===== src/rtl/fir_stream_pkg.sv =====
// Shared definitions for the FIR output stream sink and its helpers.
//   - state_e    : sink FSM states
//   - FIR_OUT_W  : FIR result beat width
//   - KEEP_W     : byte-enable width for FIR_OUT_W
//   - default window length and backpressure pattern constants
package fir_stream_pkg;

  localparam int FIR_OUT_W         = 32;
  localparam int KEEP_W            = FIR_OUT_W / 8;
  localparam int WIN_LEN_DEF       = 40;
  localparam int STALL_PERIOD_DEF  = 16;
  localparam int STALL_LEN_DEF     = 2;

  typedef enum logic [1:0] {
    IDLE    = 2'd0,
    COLLECT = 2'd1,
    REPORT  = 2'd2
  } state_e;

endpackage


===== src/rtl/axis_ready_shaper.sv =====
// Backpressure shaper for stream sinks: a free-running stall counter that
// forces ready low for the last STALL_LEN cycles of every STALL_PERIOD.
// Ports:
//   clk, reset  : clock, asynchronous active-low reset
//   run         : sink is able to take beats (registered by the caller)
//   stall_en    : apply the backpressure pattern
//   ready       : run gated by the stall pattern
module axis_ready_shaper #(
  parameter int STALL_PERIOD = 16,
  parameter int STALL_LEN    = 2,
  parameter int CNT_W        = $clog2(STALL_PERIOD)
) (
  input  logic clk,
  input  logic reset,
  input  logic run,
  input  logic stall_en,
  output logic ready
);

  logic [CNT_W-1:0] stall_cnt;
  logic             stall_active;

  always_ff @(posedge clk or negedge reset) begin
    if (!reset) begin
      stall_cnt <= '0;
    end else if (stall_cnt == CNT_W'(STALL_PERIOD - 1)) begin
      stall_cnt <= '0;
    end else begin
      stall_cnt <= stall_cnt + 1'b1;
    end
  end

  // One extra bit so STALL_LEN==0 (threshold == STALL_PERIOD) never stalls.
  assign stall_active = stall_en &&
                        ({1'b0, stall_cnt} >= (CNT_W+1)'(STALL_PERIOD - STALL_LEN));
  assign ready        = run && !stall_active;

endmodule


===== src/rtl/fir_stream_sink.sv =====
// AXI-Stream sink for the FIR result stream. Reduces each window of up to
// WIN_LEN beats to signed min/max and rising zero-crossing count, and
// publishes the results with a one-cycle win_valid pulse.
// Handshake: a beat is transferred on a rising edge where s_axis_tvalid and
// s_axis_tready are both high; tready comes from registers only and never
// looks at tvalid; the upstream holds tdata/tkeep/tlast while tready is low.
// Ports:
//   clk, reset          : clock, asynchronous active-low reset
//   s_axis_*            : slave stream (tdata, tkeep, tlast, tvalid, tready)
//   stall_en            : enable the periodic backpressure pattern
//   win_valid           : one-cycle pulse, win_* hold the closed window
//   win_max/min/zc/cnt  : window results; win_short = closed early by tlast
//   beat_cnt            : accepted beats since reset (wraps)
//   err_keep            : sticky, a beat carried tkeep != all-ones
//   dbg_state           : current FSM state
module fir_stream_sink
  import fir_stream_pkg::*;
#(
  parameter int DATA_W       = FIR_OUT_W,
  parameter int WIN_LEN      = WIN_LEN_DEF,
  parameter int STALL_PERIOD = STALL_PERIOD_DEF,
  parameter int STALL_LEN    = STALL_LEN_DEF
) (
  input  logic                clk,
  input  logic                reset,
  input  logic [DATA_W-1:0]   s_axis_tdata,
  input  logic [DATA_W/8-1:0] s_axis_tkeep,
  input  logic                s_axis_tlast,
  input  logic                s_axis_tvalid,
  output logic                s_axis_tready,
  input  logic                stall_en,
  output logic                win_valid,
  output logic [DATA_W-1:0]   win_max,
  output logic [DATA_W-1:0]   win_min,
  output logic [15:0]         win_zc,
  output logic [15:0]         win_cnt,
  output logic                win_short,
  output logic [31:0]         beat_cnt,
  output logic                err_keep,
  output logic [1:0]          dbg_state
);

  state_e state, state_nxt;

  logic signed [DATA_W-1:0] sample;
  logic signed [DATA_W-1:0] acc_max, acc_min, prev;
  logic signed [DATA_W-1:0] nxt_max, nxt_min;
  logic [15:0]              acc_zc, nxt_zc, idx;
  logic                     prev_valid, crossing, beat, last_idx, close;

  axis_ready_shaper #(
    .STALL_PERIOD (STALL_PERIOD),
    .STALL_LEN    (STALL_LEN)
  ) u_shaper (
    .clk      (clk),
    .reset    (reset),
    .run      (state == COLLECT),
    .stall_en (stall_en),
    .ready    (s_axis_tready)
  );

  assign sample    = $signed(s_axis_tdata);
  assign beat      = s_axis_tvalid && s_axis_tready;
  assign last_idx  = (idx == 16'(WIN_LEN - 1));
  assign close     = beat && (last_idx || s_axis_tlast);
  assign win_valid = (state == REPORT);
  assign dbg_state = state;

  // Running reduction including the current beat; idx==0 restarts it.
  // The previous sample deliberately survives window boundaries.
  assign crossing = prev_valid && prev[DATA_W-1] && !sample[DATA_W-1];
  assign nxt_max  = (idx == 16'd0 || sample > acc_max) ? sample : acc_max;
  assign nxt_min  = (idx == 16'd0 || sample < acc_min) ? sample : acc_min;
  assign nxt_zc   = ((idx == 16'd0) ? 16'd0 : acc_zc) + 16'(crossing);

  always_comb begin
    state_nxt = state;
    case (state)
      IDLE:    state_nxt = COLLECT;
      COLLECT: if (close) state_nxt = REPORT;
      REPORT:  state_nxt = COLLECT;
      default: state_nxt = IDLE;
    endcase
  end

  always_ff @(posedge clk or negedge reset) begin
    if (!reset) begin
      state      <= IDLE;
      idx        <= '0;
      acc_max    <= '0;
      acc_min    <= '0;
      acc_zc     <= '0;
      prev       <= '0;
      prev_valid <= 1'b0;
      win_max    <= '0;
      win_min    <= '0;
      win_zc     <= '0;
      win_cnt    <= '0;
      win_short  <= 1'b0;
      beat_cnt   <= '0;
      err_keep   <= 1'b0;
    end else begin
      state <= state_nxt;
      if (beat) begin
        beat_cnt   <= beat_cnt + 32'd1;
        prev       <= sample;
        prev_valid <= 1'b1;
        if (s_axis_tkeep != '1) err_keep <= 1'b1;
        if (close) begin
          idx       <= '0;
          win_max   <= nxt_max;
          win_min   <= nxt_min;
          win_zc    <= nxt_zc;
          win_cnt   <= idx + 16'd1;
          win_short <= s_axis_tlast && !last_idx;
        end else begin
          idx     <= idx + 16'd1;
          acc_max <= nxt_max;
          acc_min <= nxt_min;
          acc_zc  <= nxt_zc;
        end
      end
    end
  end

endmodule


===== config.mk =====
export PLATFORM = sky130hd
export DESIGN_NAME = fir_stream_sink
export DESIGN_NICKNAME = d
export VERILOG_FILES = /design/src/rtl/fir_stream_pkg.sv /design/src/rtl/axis_ready_shaper.sv /design/src/rtl/fir_stream_sink.sv
export SDC_FILE = /design/constraint.sdc
export NUM_CORES = 1
export LEC_CHECK = 0
export ABC_AREA = 0
export CAP_MARGIN = 5
export CORE_UTILIZATION = 60
export CTS_CLUSTER_DIAMETER = 60
export DETAILED_ROUTE_END_ITERATION = 10
export GPL_ROUTABILITY_DRIVEN = 0
export PLACE_DENSITY = 0.87
export SLEW_MARGIN = 40
export SYNTH_ARGS = -nofsm -noshare
export SYNTH_HDL_FRONTEND = slang
export SYNTH_HIERARCHICAL = 1
export SYNTH_SLANG_ARGS = --single-unit

===== constraint.sdc =====
create_clock -name clk -period 4.82 [get_ports clk]
set_input_delay 0.964 -clock clk [delete_from_list [all_inputs] [get_ports clk]]
set_output_delay 0.964 -clock clk [all_outputs]
set_load 0.03 [all_outputs]

After elaboration in Yosys (flattened, before gate mapping) --
Index checks and enable logic that the tools add are counted.
Word-level totals: register bits after elaboration 265, latch bits 0, RAM bits 0, ROM bits 0, output and inout bits 134, memories 0
Cells by class: $add $sub $neg 4, multiply operators 0, divide/modulo/power cells 0, magnitude comparators 3, equality and inequality tests 6, shift operators 0, mux-type cells 7, bitwise logic cells 1, reduce and logical (&&, ||, !) cells 19
Operator list (count):
- $mux W32 | 2
- $add A32 B1 Y32 const B | 1
- $gt A32 B32 Y1 | 1
- $lt A32 B32 Y1 | 1
- $mux W16 | 2
- $add A16 B1 Y16 | 1
- $add A16 B1 Y16 const B | 1
- $eq A16 B6 Y1 const B | 1
- $logic_not A16 Y1 | 1
- $logic_and A1 B1 Y1 | 7
- $reduce_and A2 Y1 | 3
- $add A4 B1 Y4 const B | 1
- $eq A4 B4 Y1 const B | 1
- $ge A4 B4 Y1 const B | 1
- $mux W4 | 1
- $ne A4 B4 Y1 const B | 1
- $pmux W2 S2 | 1
- $logic_not A1 Y1 | 3
- $logic_or A1 B1 Y1 | 3
- $eq A2 B1 Y1 const B | 1
- $eq A2 B2 Y1 const B | 1
- $logic_not A2 Y1 | 1
- $mux W2 | 1
- $ne A2 B2 Y1 const B | 1
- 2 further kinds | 2

Logic depth before layout (Yosys ltp) --
word-level depth 8, gate-level depth with buffers 17, mapped depth without buffers 14

Modules after synthesis --
Netlist, hierarchy kept.
By module, submodules not included:
- fir_stream_sink | times used 1, cells an instance 1236, area an instance 12052.8 µm², sequential area each 5755.5 µm²
- axis_ready_shaper | times used 1, cells an instance 17, area an instance 198.9 µm², sequential area each 100.1 µm²

Worst setup path before layout --
OpenSTA, ideal clock, no wires.
path kind input to register, start point input s_axis_tdata[14], end point register acc_max[11], setup time 0.125 ns, data arrival time 3.113 ns, slack 1.583 ns, stages 9, path buffers 1, cells stage by stage ha_1 -> a21oi_1 -> nand2_1 -> a221o_1 -> or3_1 -> a211o_1 -> nand3_2 -> buf_4 -> mux2_2
Between the ends: longest elaborated chain between the ends 3
RTL lines:
- from (decl) | RTL line fir_stream_sink.sv:26 | input logic [DATA_W-1:0] s_axis_tdata,
- $gt A32 B32 Y1 | RTL line fir_stream_sink.sv:72 | assign nxt_max = (idx == 16'd0 || sample > acc_max) ? sample : acc_max;
- $logic_or A1 B1 Y1 | RTL line fir_stream_sink.sv:72
- $mux W32 | RTL line fir_stream_sink.sv:72
- to (signal assigned) | RTL line fir_stream_sink.sv:118 | acc_max <= nxt_max;
- to (decl) | RTL line fir_stream_sink.sv:46 | logic signed [DATA_W-1:0] acc_max, acc_min, prev;
No other way between the ends. A chain may end at the register's enable or synchronous reset.

Worst setup path after layout --
start point register idx[0], end point register win_zc[15]
Between the ends: longest elaborated chain between the ends 4, elaborated cells between the ends (all ways) 7, those cells by class add/sub (1); eq/ne (1); mux (1); reduce/logical (4)
RTL lines:
- from (decl) | RTL line fir_stream_sink.sv:48 | logic [15:0] acc_zc, nxt_zc, idx;
- from (signal assigned) | RTL line fir_stream_sink.sv:117 | idx <= idx + 16'd1;
- branches (longest 4 deep; another with $add A16 B1 Y16)
- to (signal assigned) | RTL line fir_stream_sink.sv:113 | win_zc <= nxt_zc;
- to (decl) | RTL line fir_stream_sink.sv:35 | output logic [15:0] win_zc,
Several ways; the timed one is not identified.

==> impl.org <==
** Placement
- The HPWL after detailed placement is around 21000 um.
- Summing all placed instances gives a cell area of 0.0142 mm2.
- Port buffer count :: roughly 170

** Critical path
- In this run the critical register-to-register path is launched from idx[0].
- Worst reg-to-reg path cell count :: 13
- Critical path data arrival time :: between 4000 and 5000 ps
- The worst setup path is captured at a flip-flop.
- Worst setup path category :: flip-flop to flip-flop
- Data on the critical path is required at its endpoint by 5240 ps.
- In this run the critical register-to-register path is captured at win_zc[15].
- For flop-to-flop paths, the worst setup slack is 1070 ps.
- STA classifies the critical path startpoint as a flip-flop.
- Crit path max fanout :: 14

** Floorplanning
- Placeable core region :: between 0.015 and 0.02 mm2
- Die Footprint :: roughly 0.021 mm2
- Effective utilization at floorplan :: between 60 and 70%
- The die is 145 um tall.
- Horizontal extent of the die :: 145 um
- Row generation in the floorplan step produced 51 rows.
- Ports placed on the boundary :: approximately 180

** Synthesis
- Among all flip-flop cells after synthesis, the most frequent one is dfrtp_1.
- For this run, asynchronously set or reset flops after synthesis account for 100%.
- Post-synthesis instance area :: approximately 0.012 mm2
- During synthesis, Yosys emitted a total of 6 warnings.
- Summed over all instances, the cell type with the most area after synthesis is dfrtp_1.
- Library cells used by synthesis :: roughly 70
- Each instance of the synthesized netlist takes up on average just under 10 um2.
- Post-Synthesis Cells :: 1253
- Counting flops with a built-in enable in the synthesized netlist gives 0.
- In this run, synthesis produced a sequential element count of around 230.
- Share of the yosys chip area belonging to registers :: 47.8%
- Synthesized netlist net count :: ~1400
- Largest cells by area after synthesis :: dfrtp_1, ha_1, o21ai_0
- Fraction of post-synthesis cell area in the top cell type by area :: a little under half

** Detailed routing
- Iter 0 DRT Violations :: slightly below 700
- The routed layout has between 10000 and 15000 vias.
- Vias per inst :: 6.05
- Wirelength per Cell :: about 19 um
- In this run the remaining antenna-violating nets after routing total 0.
- Number of design rule violations left after detail routing :: 0
- The final layout contains routed wiring with a total length of around 32000 um.
- First drt pass iteration count :: 6

** Power and ir drop
- Internal cell power :: ~5.3 mW
- Part of the total power dissipated in sequential elements :: 34.3%
- For this design the ratio of total power to cell area is slightly below 600 mW/mm2.
- In this run the static leakage power is ~6.7 nW.
- The clock network accounts for 21.9% of the total power.
- Max VDD drop :: about 0.00034 V
- Net switching fraction of the power :: between 30 and 40%
- Of the total power, combinational logic draws 43.8%.
- Total Power :: between 8 and 9 mW
- Summed over all nets, the switching power comes to between 3 and 4 mW.

** STA
- Final number of max-transition violations :: 0
- Final total negative setup slack :: 0 ps
- Worst-case clock skew :: between 20 and 30 ps
- Setup violations remaining at the end of the flow were counted as 0.
- Tightest Pin Transition :: 732 ps
- Unrepaired setup endpoints after global routing :: false
- Measured against its own limit, the worst slew margin works out to between 50 and 60%.
- Period Utilization, post-route :: 77.9%
- The worst path in the final design needs a cycle of ~3800 ps, including I/O delays and setup.
- Peak Freq :: about 270 MHz
- Final hold viol count :: 0

** Clock network
- Gates resized during post-CTS repair numbered 0.
- The tree built by TritonCTS fans out to approximately 230 sinks.
- Buffers inserted by post-CTS timing repair :: 0
- CTS built an H-tree with a depth of 1.
- Clock tree synthesis inserted a total of 25 buffers.
- After clock tree synthesis, the clock-pin slew on the worst setup and hold paths is ~60 ps.
- TritonCTS built the clock tree.
- Total of hold buffers inserted after clock tree synthesis :: 0
- Clock root buffer :: clkbuf_16
- In this run the deepest clock path goes through 3 buffers.
- The later pin in the worst-skew pair is clocked with a latency of 530 ps.

** Finish
- In the final layout, the share of cells above drive strength 1 is between 10% and 20%.
- Compared with the post-synthesis result, the final layout area differs by 22.8%.
- After filler insertion, the fill cell instance count of the layout stands at around 1300.
- The net count of the finished layout is around 1500.
- The finished cells cover about 0.015 mm2.
- 0 antenna diodes ended up in the layout.

** Min path
- Hold/Removal Path Class :: input port to async pin

** GRT
- Global-route wire length before repair :: 50900 um
- Entering global routing, the biggest net connects 87 pins.
- Via count of the first global-routing pass :: 10100
- The initial antenna violation count came to 0.
- For this run the aggregate overflow at the end of global routing stands at 0.
- Gr usage total :: 31.1%

** Outcome
- The flow ran to the end, and the final reports show no timing, DRC or antenna violations.

** Run
- Max_cap viols :: 0
## layer usage
layer / vias to the layer above / wire length [um] / GRT usage [%]
met5: - / 0 / 0
met4: 0 / 1190 / 13.2
met3: 97 / 2170 / 4.57
met2: 451 / 15900 / 53.1
met1: 4970 / 12800 / 39.6
li1: 4704 / - / -
## per-stage QoR
step           std cells  util (%)  hold WS, ps  worst slack, ps
2_1_floorplan       1253         -          435             1580
3_3_place_gp        1645      72.1          438              687
3_5_place_dp        1645      72.1          445              618
4_1_cts             1690      76.3          459             1100
5_1_grt             1690      76.3          495              839
6_report            1690      76.3          447             1070
## layout make-up
cell class	count	area, um2	area share (%)
Multi-Input combinational cell	878	5820	38.7
Inverter	71	267	1.77
Clock inverter	12	110	0.732
Clock buffer	33	716	4.76
Tap cell	265	332	2.20
Sequential cell	234	5860	38.9
Timing Repair Buffer	197	1940	12.9
## worst max-delay path: stages, from the launching register on
cell and delay (ps):
dfrtp_1 470, inv_1 70, ha_1 200, nor3b_1 140, nand4_1 480, and2_1 220
ha_1 180, and3_1 240, and3_1 280, and3_1 270, nor3b_1 550, nand3_1 210
xor2_1 180, o21ai_0 170
## power groups by stage
stage               Clock [mW]  Combinational (mW)  Sequential [mW]
floorplan                    0                1.88             3.53
global placement             0                3.66             2.99
detailed placement           0                3.78             3.03
CTS                       1.95                3.84             3.01
global route              2.02                4.17             3.08
finish                    1.93                3.86             3.02
## synthesized netlist by cell type (7+ instances only)
master,count
ha_1,70
xor2_1,24
o21ai_0,130
xnor2_1,36
nand4_1,24
nand2_1,132
a21oi_1,28
a31oi_1,68
and3_1,16
clkbuf_1,49
o31ai_1,16
mux2_2,29
dfrtp_1,234
buf_2,7
nand3_1,97
mux2_4,30
nor2_1,92
nor2b_1,7
inv_1,71
## cell usage in the layout (no fill, tap or decap), types with 10 or more instances in the layout
master / instances
dfrtp_1: 234
clkdlybuf4s50_1: 173
nand2_1: 132
o21ai_0: 130
nand3_1: 97
nor2_1: 92
inv_1: 71
ha_1: 70
a31oi_1: 68
xnor2_1: 36
mux2_4: 30
mux2_2: 29
a21oi_1: 28
clkbuf_16: 25
nand4_1: 24
xor2_1: 24
buf_4: 21
and3_1: 16
o31ai_1: 16
clkinv_2: 10
## worst max path at each step
stage / end / start / slack, ps / depth (start not counted)
global placement: acc_min[31] / s_axis_tdata[15] / 690 / 10
finish: win_zc[15] / idx[0] / 1070 / 13
CTS: win_zc[15] / idx[0] / 1100 / 13
global route: win_zc[15] / idx[0] / 840 / 13
detailed placement: acc_min[31] / s_axis_tdata[15] / 620 / 10
floorplan: acc_max[11] / s_axis_tdata[14] / 1580 / 9
## kinds of logic after synthesis
family | Yosys count | synth area share (%)
adder cells (fa/ha/maj) | 70 | 7.15
AND/OR/NAND/NOR | 412 | 16.0
XOR/XNOR | 60 | 4.29
buffers and inverters | 141 | 4.73
flip-flops | 234 | 47.8
multiplexers | 65 | 6.88
AO/OA/AOI/OAI | 271 | 13.2
## sequential cells by signal (all words and copies together) (netlist names)
| register | flops |
|---|---|
| prev_valid | 1 |
| dbg_state | 2 |
| win_max | 32 |
| idx | 16 |
| acc_zc | 16 |
| prev | 1 |
| beat_cnt | 32 |
| win_short | 1 |
| err_keep | 1 |
| win_cnt | 16 |
| win_zc | 16 |
| win_min | 32 |
| u_shaper/stall_cnt | 4 |
| acc_max | 32 |
| acc_min | 32 |
(Power assumes the default switching activity.)
